===== config.mk =====
export PLATFORM = sky130hd
export DESIGN_NAME = lsu
export DESIGN_NICKNAME = d
export VERILOG_FILES = /design/src/rtl/lsu_pkg.sv /design/src/rtl/lsu_align.sv /design/src/rtl/lsu.sv
export SDC_FILE = /design/constraint.sdc
export NUM_CORES = 1
export LEC_CHECK = 0
export ABC_AREA = 1
export CORE_MARGIN = 2
export CORE_UTILIZATION = 48
export DETAILED_ROUTE_END_ITERATION = 12
export PLACE_DENSITY = 0.81
export SYNTH_ARGS = -nofsm -noshare
export SYNTH_HDL_FRONTEND = slang
export SYNTH_HIERARCHICAL = 1
export SYNTH_SLANG_ARGS = --single-unit

===== constraint.sdc =====
create_clock -name clk -period 8.1 [get_ports clk]
set_input_delay 1.62 -clock clk [delete_from_list [all_inputs] [get_ports clk]]
set_output_delay 1.62 -clock clk [all_outputs]
set_load 0.005 [all_outputs]

===== src/rtl/lsu_pkg.sv =====
// Shared encodings for the load/store unit.
// Access sizes, error codes and FSM states.
package lsu_pkg;

   localparam logic [1:0] SZ_B = 2'd0;
   localparam logic [1:0] SZ_H = 2'd1;
   localparam logic [1:0] SZ_W = 2'd2;
   localparam logic [1:0] SZ_D = 2'd3;

   localparam logic [1:0] ERR_OK       = 2'b00;
   localparam logic [1:0] ERR_MISALIGN = 2'b01;
   localparam logic [1:0] ERR_TIMEOUT  = 2'b10;
   localparam logic [1:0] ERR_ILLEGAL  = 2'b11;

   typedef enum logic [1:0] {
      IDLE,
      REQ,
      WAIT,
      RESP
   } state_e;

endpackage


===== src/rtl/lsu_align.sv =====
// Byte-lane steering for the load/store unit.
// Shifts store data into lanes and extends load data.
module lsu_align
   import lsu_pkg::*;
(
   input  logic [2:0]  off,
   input  logic [1:0]  size,
   input  logic        uns,
   input  logic [63:0] wdata,
   input  logic [63:0] rdata,
   output logic [63:0] wdata_sh,
   output logic [7:0]  wmask,
   output logic [63:0] rdata_ext
);

   logic [5:0]  bsh;
   logic [63:0] sh;
   logic [7:0]  base;

   assign bsh      = {off, 3'b000};
   assign wdata_sh = wdata << bsh;
   assign sh       = rdata >> bsh;
   assign wmask    = base << off;

   // byte-enable pattern of the access before the lane shift
   always_comb begin
      base = 8'h01;
      case (size)
         SZ_B:    base = 8'h01;
         SZ_H:    base = 8'h03;
         SZ_W:    base = 8'h0F;
         default: base = 8'hFF;
      endcase
   end

   // keep the low bytes of the shifted word and extend to 64 bits
   always_comb begin
      rdata_ext = sh;
      case (size)
         SZ_B: rdata_ext = uns ? {56'b0, sh[7:0]}
                               : {{56{sh[7]}}, sh[7:0]};
         SZ_H: rdata_ext = uns ? {48'b0, sh[15:0]}
                               : {{48{sh[15]}}, sh[15:0]};
         SZ_W: rdata_ext = uns ? {32'b0, sh[31:0]}
                               : {{32{sh[31]}}, sh[31:0]};
         default: rdata_ext = sh;
      endcase
   end

endmodule


===== src/rtl/lsu.sv =====
// Load/store unit: one aligned bus transaction per request.
// Local misalign/illegal detection, timeout on REQ+WAIT.
module lsu
   import lsu_pkg::*;
#(
   parameter int TIMEOUT = 256,
   parameter int ADDR_W  = 64
) (
   input  logic              clk,
   input  logic              rst,
   input  logic              in_valid,
   output logic              in_ready,
   input  logic [ADDR_W-1:0] in_addr,
   input  logic [63:0]       in_wdata,
   input  logic              in_is_load,
   input  logic              in_is_store,
   input  logic [2:0]        in_funct3,
   output logic              bus_req,
   input  logic              bus_gnt,
   output logic              bus_we,
   output logic [ADDR_W-1:0] bus_addr,
   output logic [63:0]       bus_wdata,
   output logic [7:0]        bus_wmask,
   input  logic              bus_rvalid,
   input  logic [63:0]       bus_rdata,
   output logic              out_valid,
   input  logic              out_ready,
   output logic [63:0]       out_rdata,
   output logic [1:0]        out_err
);

   localparam int CW = $clog2(TIMEOUT);
   localparam logic [CW-1:0] LIM = CW'(TIMEOUT - 1);

   state_e            state_q, state_d;
   logic [ADDR_W-1:0] addr_q, addr_d;
   logic [63:0]       wdata_q, wdata_d;
   logic [2:0]        f3_q, f3_d;
   logic              ld_q, ld_d;
   logic              st_q, st_d;
   logic [CW-1:0]     cnt_q, cnt_d;
   logic [63:0]       rdata_q, rdata_d;
   logic [1:0]        err_q, err_d;

   logic              ill;
   logic              mis;
   logic              in_req;
   logic              at_lim;
   logic [63:0]       wdata_sh;
   logic [7:0]        wmask;
   logic [63:0]       rdata_ext;

   assign ill = (in_is_load && in_is_store)
             || (in_is_store && in_funct3[2])
             || (in_is_load && in_funct3 == 3'b111);

   assign mis = (in_funct3[1:0] == SZ_H && in_addr[0])
             || (in_funct3[1:0] == SZ_W && |in_addr[1:0])
             || (in_funct3[1:0] == SZ_D && |in_addr[2:0]);

   assign in_req = (state_q == REQ);
   assign at_lim = (cnt_q == LIM);

   lsu_align u_align (
      .off       (addr_q[2:0]),
      .size      (f3_q[1:0]),
      .uns       (f3_q[2]),
      .wdata     (wdata_q),
      .rdata     (bus_rdata),
      .wdata_sh  (wdata_sh),
      .wmask     (wmask),
      .rdata_ext (rdata_ext)
   );

   assign in_ready  = (state_q == IDLE);
   assign out_valid = (state_q == RESP);
   assign out_rdata = rdata_q;
   assign out_err   = err_q;
   assign bus_req   = in_req;
   assign bus_we    = in_req & st_q;
   assign bus_addr  = in_req ? {addr_q[ADDR_W-1:3], 3'b000} : '0;
   assign bus_wdata = in_req ? wdata_sh : '0;
   assign bus_wmask = in_req ? wmask : '0;

   // next-state, request latches, timeout counter and response
   always_comb begin
      state_d = state_q;
      addr_d  = addr_q;
      wdata_d = wdata_q;
      f3_d    = f3_q;
      ld_d    = ld_q;
      st_d    = st_q;
      cnt_d   = cnt_q;
      rdata_d = rdata_q;
      err_d   = err_q;
      case (state_q)
         IDLE: begin
            if (in_valid) begin
               addr_d  = in_addr;
               wdata_d = in_wdata;
               f3_d    = in_funct3;
               ld_d    = in_is_load;
               st_d    = in_is_store;
               cnt_d   = '0;
               rdata_d = '0;
               err_d   = ERR_OK;
               if (ill) begin
                  state_d = RESP;
                  err_d   = ERR_ILLEGAL;
               end else if (!in_is_load && !in_is_store) begin
                  state_d = RESP;
               end else if (mis) begin
                  state_d = RESP;
                  err_d   = ERR_MISALIGN;
               end else begin
                  state_d = REQ;
               end
            end
         end
         REQ: begin
            cnt_d = at_lim ? cnt_q : cnt_q + CW'(1);
            if (bus_gnt) begin
               state_d = st_q ? RESP : WAIT;
            end else if (at_lim) begin
               state_d = RESP;
               err_d   = ERR_TIMEOUT;
            end
         end
         WAIT: begin
            cnt_d = at_lim ? cnt_q : cnt_q + CW'(1);
            if (bus_rvalid) begin
               state_d = RESP;
               rdata_d = rdata_ext;
            end else if (at_lim) begin
               state_d = RESP;
               err_d   = ERR_TIMEOUT;
            end
         end
         RESP: begin
            if (out_ready) state_d = IDLE;
         end
         default: state_d = IDLE;
      endcase
   end

   // state and datapath registers
   always_ff @(posedge clk or posedge rst) begin
      if (rst) begin
         state_q <= IDLE;
         addr_q  <= '0;
         wdata_q <= '0;
         f3_q    <= '0;
         ld_q    <= 1'b0;
         st_q    <= 1'b0;
         cnt_q   <= '0;
         rdata_q <= '0;
         err_q   <= ERR_OK;
      end else begin
         state_q <= state_d;
         addr_q  <= addr_d;
         wdata_q <= wdata_d;
         f3_q    <= f3_d;
         ld_q    <= ld_d;
         st_q    <= st_d;
         cnt_q   <= cnt_d;
         rdata_q <= rdata_d;
         err_q   <= err_d;
      end
   end

endmodule


# After elaboration in Yosys (flattened, before gate mapping)

Index checks and enable logic that the tools add are counted.

Word-level logic and storage cells: 87
Bits in registers: 208
Input port bits: 203

Eq/ne operators: 16
Muxes and demuxes: 32
Reduce and logical (&&, ||, !) cells: 26
$add $sub $neg: 1
Bitwise logic cells: 1
Shifts and indexed selects: 3

Operator list:

| cell                                                                  | count |
|---|---|
| 64-bit 2-to-1 mux                                                     | 7 |
| 64-bit case mux with 3 select lines                                   | 1 |
| 64-bit case mux with 2 select lines                                   | 1 |
| 64-bit by 6-bit left shift with 64-bit output                         | 1 |
| 64-bit by 6-bit >> shifter with 64-bit output                         | 1 |
| 2-bit 2-to-1 mux                                                      | 13 |
| 8-bit 2-to-1 mux                                                      | 3 |
| 8-bit case mux with 3 select lines                                    | 1 |
| 8-bit case mux with 2 select lines                                    | 1 |
| 2-bit equality test, second input constant                            | 5 |
| 2-bit != test, second input constant                                  | 5 |
| 8-bit by 1-bit adder with 8-bit output, second input constant         | 1 |
| 8-bit equality test, second input constant                            | 1 |
| 2-bit case mux with 4 select lines                                    | 1 |
| 8-bit by 3-bit left shift with 8-bit output                           | 1 |
| 1-bit logical AND                                                     | 7 |
| 2-bit by 1-bit equality test with 1-bit output, second input constant | 3 |
| 2-bit case mux with 3 select lines                                    | 1 |
| 3-bit AND reduction                                                   | 2 |
| 2-bit zero test                                                       | 2 |
| 1-bit logical OR                                                      | 4 |
| 2-bit AND reduction                                                   | 2 |
| 4-bit AND reduction                                                   | 1 |
| 2-bit nonzero test                                                    | 2 |
| other kinds (8)                                                       | 12 |

# Logic depth before layout (Yosys ltp)

Depth in word-level cells: 9
Mapped depth: 13
Mapped depth without buffers: 11

# By module

The synthesis kept the hierarchy.

Modules (own cells, without submodules):

| module    | area an instance (um^2) | cells each | times used | sequential area each (um^2) |
|---|---|---|---|---|
| lsu       | 9663.0                  | 982        | 1          | 5205.0 |
| lsu_align | 3966.3                  | 828        | 1          | 0.0 |

# Least setup slack after synthesis

Ideal clock, no wire load.

Path kind: register -> output
Start point: reg addr_q[0]
End point: out bus_wdata[46]
Path buffers: 4
Path slack: 4.990 ns
Cell stages (with the launch flop): 11
Arrival time: 1.490 ns
Cells stage by stage: dfrtp_1 -> buf_6 -> buf_6 -> buf_6 -> buf_8 -> mux2i_1 -> nand2_1 -> nand3_1 -> o21ai_0 -> nand2_1 -> inv_1

Cells in the longest elaborated chain, start to end: 2

RTL lines:

| element                                       | RTL line        | text |
|---|---|---|
| from (decl)                                   | lsu.sv:36       | `logic [ADDR_W-1:0] addr_q, addr_d;` |
| from (signal assigned)                        | lsu.sv:160      | `addr_q <= addr_d;` |
| 64-bit by 6-bit left shift with 64-bit output | lsu_align.sv:21 | `assign wdata_sh = wdata << bsh;` |
| named net wdata_sh[46]                        | lsu.sv:49       | `logic [63:0] wdata_sh;` |
| 64-bit 2-to-1 mux                             | lsu.sv:82       | `assign bus_wdata = in_req ? wdata_sh : '0;` |
| to (decl)                                     | lsu.sv:22       | `output logic [63:0] bus_wdata,` |

The timed path passes the listed nets, and every way through them passes these cells.

# Worst setup path after layout

Start point: reg addr_q[0]
End point: out bus_wmask[6]

Cells in the longest elaborated chain, start to end: 2

RTL lines:

| element                                     | RTL line        | text |
|---|---|---|
| 8-bit by 3-bit left shift with 8-bit output | lsu_align.sv:23 | `assign wmask = base << off;` |
| named net wmask[6]                          | lsu.sv:50       | `logic [7:0] wmask;` |
| 8-bit 2-to-1 mux                            | lsu.sv:83       | `assign bus_wmask = in_req ? wmask : '0;` |
| to (decl)                                   | lsu.sv:23       | `output logic [7:0] bus_wmask,` |

The timed path passes the listed nets, and every way through them passes these cells.

==> results_dict.tcl <==
set metrics [dict create \
    p_clk_share_pct 17.0 \
    fin_cells 2534 \
    wl_per_cell_um 19.6 \
    crit_fanout 85 \
    crit_chain "inv_2, buf_4, o21ai_0, a21oi_1, o22ai_1, nand2_1, inv_1, clkdlybuf4s50_1" \
    grt_max_degree 131 \
    portBuffers 405 \
    p_seq_share_pct 25.3 \
    num-fill-cells 2317 \
    vias 13700 \
    rsz0062_at_grt "no" \
    first_pass_iters 6 \
    fin_crit_sh_pct 66.9 \
    core_um2 27900 \
    critical_path.top_delay_family "buffers and inverters" \
    maxCapViolations 0 \
    tritoncts "yes" \
    hold_viol 0 \
    grt_pass1_wl_mm 75.4 \
    skew_ns 0.0106 \
    gp_congestion 1.04 \
    insertion_delay_ns 0.54 \
    yosys_warnings 6 \
    combPwrFrac_pct 57.7 \
    leakage_nw 9.22 \
    avgViaCountPerCell 5.39 \
    finalNetCount 2334 \
    cts_resized 0 \
    critPathKind "reg -> out" \
    rows 61 \
    sw_frac_of_total_pct 44.3 \
    die_y_um 173 \
    fmax_mhz 185 \
    final-setup-viol-count 0 \
    critical_path_buf_inv_count 4 \
    period_needed_ns 5.42 \
    p_switching_mw 3.34 \
    drive_above_1_share_pct 9.98 \
    synth_edf_count 0 \
    placed_cells 2477 \
    die-area_um2 29800 \
    setup_tns_ns 0 \
    dpl.hpwl_mm 35.8 \
    ys_seq_elements 208 \
    clkTransAtPathRegs_ns 0.06 \
    synthToLayoutAreaGrowth_pct 36.0 \
    power.density_nw_per_um2 407 \
    syn_area_um2 13600 \
    cp-start-kind "flip-flop" \
    synth_top_flop_cell "dfrtp_1" \
    htree_levels 1 \
    hold_buffers 0 \
    cp-end-kind "output port" \
    hold_path.class "reg -> reg" \
    cellInternalPower_mw 4.20 \
    yosysUniqueCellTypes 36 \
    drt_wl_total_mm 49.7 \
    antenna_found_initial 10 \
    status "finished clean" \
    grt_usage_pct 32.1 \
    ant_nets 0 \
    cts.sinks 208 \
    ys_seq_area_share_pct 38.2 \
    overflow 0 \
    async_flop_share_pct 100 \
    grt_pass1_vias 13400 \
    max_slew_margin_pct 23.6 \
    first_iter_violations 1345 \
    drv_slew 0 \
    syn_inst 1810 \
    slowest_delay_ns 0.98 \
    layout_commonest_cell "nand2_1" \
    postCtsSetupBuffers 0 \
    worst_slew_pin_slew_ns 1.14 \
    cts-root-buf "clkbuf_16" \
    cp_slowest_cell "dfrtp_4" \
    die_width_um 173 \
    initial_core_util_pct 48.9 \
    cts_buffer_depth 3 \
    drc 0 \
    most-common-layout-cells "503 x nand2_1, 405 x clkdlybuf4s50_1, 260 x inv_1" \
    cts_buffers 25 \
    io_pins 409 \
    max-vdd-ir-drop_v 0.000232 \
    syn_avg_cell_area_um2 7.53 \
    worstPathRequired_ns 6.48 \
    critPathArrivalTime_ns 3.80 \
]
[per-layer routing]
metal  routed length, µm  global-route usage (%)
met3                3860                    6.68
met4                3330                    20.1
met1               18900                    38.0
met5                   0                       0
met2               23600                    53.2
[flip-flops by register name (all words and copies together) (netlist names)]
signal,flops
addr_q,64
out_err,2
wdata_q,64
cnt_q,8
state_q,2
f3_q,3
st_q,1
out_rdata,64
[final timing paths]
| kind | to | slack (ns) | depth (start not counted) | from |
|---|---|---|---|---|
| worst max-delay path | bus_wmask[6] | 2.68 | 8 | addr_q[0] |
| worst min-delay path | out_err[0] | 0.49 | 2 | out_err[0] |
| worst max register to register | out_rdata[43] | 4.70 | 8 | addr_q[0] |
| worst min register to register | out_err[0] | 0.49 | 2 | out_err[0] |
| max in group asynchronous | addr_q[56] | 4.76 | 3 | rst |
| min in group asynchronous | addr_q[57] | 1.63 | 2 | rst |
[per-stage QoR]
stage               utilization [%]  total power, mW  cell area [µm²]  hold slack (ns)  setup slack (ns)
global placement               63.1             6.10            17600            0.477              3.32
CTS                            66.4             7.50            18500            0.495              2.71
detailed placement             63.1             6.17            17600            0.482              3.31
finish                         66.5             7.54            18500            0.491              2.68
floorplan                         -             4.62            13600            0.464             0.799
global route                   66.5             8.03            18500            0.518              2.55
[cell type report]
class | count | area (µm²) | area share, %
Multi-Input combinational cell | 1205 | 6710 | 36.2
Tap cell | 378 | 473 | 2.55
Timing Repair Buffer | 419 | 4160 | 22.4
Antenna cell | 11 | 27.5 | 0.148
Sequential cell | 208 | 5210 | 28.1
Clock inverter | 15 | 274 | 1.48
Clock buffer | 31 | 668 | 3.60
Inverter | 267 | 1010 | 5.45
[synthesized netlist by cell type, types with 15 or more instances]
master / n / area share, %
nor2_1: 59 / 1.6
mux2_4: 50 / 5.5
o211ai_1: 27 / 1.5
buf_4: 22 / 1.2
o21ai_0: 102 / 3.7
mux2_2: 74 / 6.1
nand3_1: 162 / 5.9
dfrtp_1: 208 / 38
a21oi_1: 23 / 0.84
nand4_1: 33 / 1.5
mux2i_1: 23 / 1.7
nand2_1: 503 / 14
inv_1: 261 / 7.2
clkbuf_1: 39 / 1.1
o21ai_1: 92 / 3.4
buf_2: 45 / 1.7
buf_6: 15 / 1.2
[power groups by stage]
stage | registers, mW | logic, mW | clock network, mW
global route | 1.96 | 4.72 | 1.35
detailed placement | 1.91 | 4.26 | 0
finish | 1.91 | 4.35 | 1.28
CTS | 1.90 | 4.30 | 1.31
floorplan | 1.74 | 2.88 | 0
global placement | 1.89 | 4.22 | 0
[cells by family (layout without fill, tap and decap cells)]
logic type      Yosys count  in the layout  synth area share, %
other cells               1             14               0.0275
compound gates          261            261                 10.3
simple gates            782            782                 24.2
flops                   208            208                 38.2
fa+ha+maj                 5              5                0.459
xor+xnor                  1              1               0.0643
mux                     153            153                 13.8
buf+inv                 399            732                 12.9
[worst reg2reg max path: cells and delay by family (launching register included)]
kind / cells / cell delay [ns]
simple gates: 6 / 1.77
flops: 1 / 0.98
compound gates: 1 / 0.10
buf+inv: 1 / 0.48
Power figures use the tool's default switching activity.
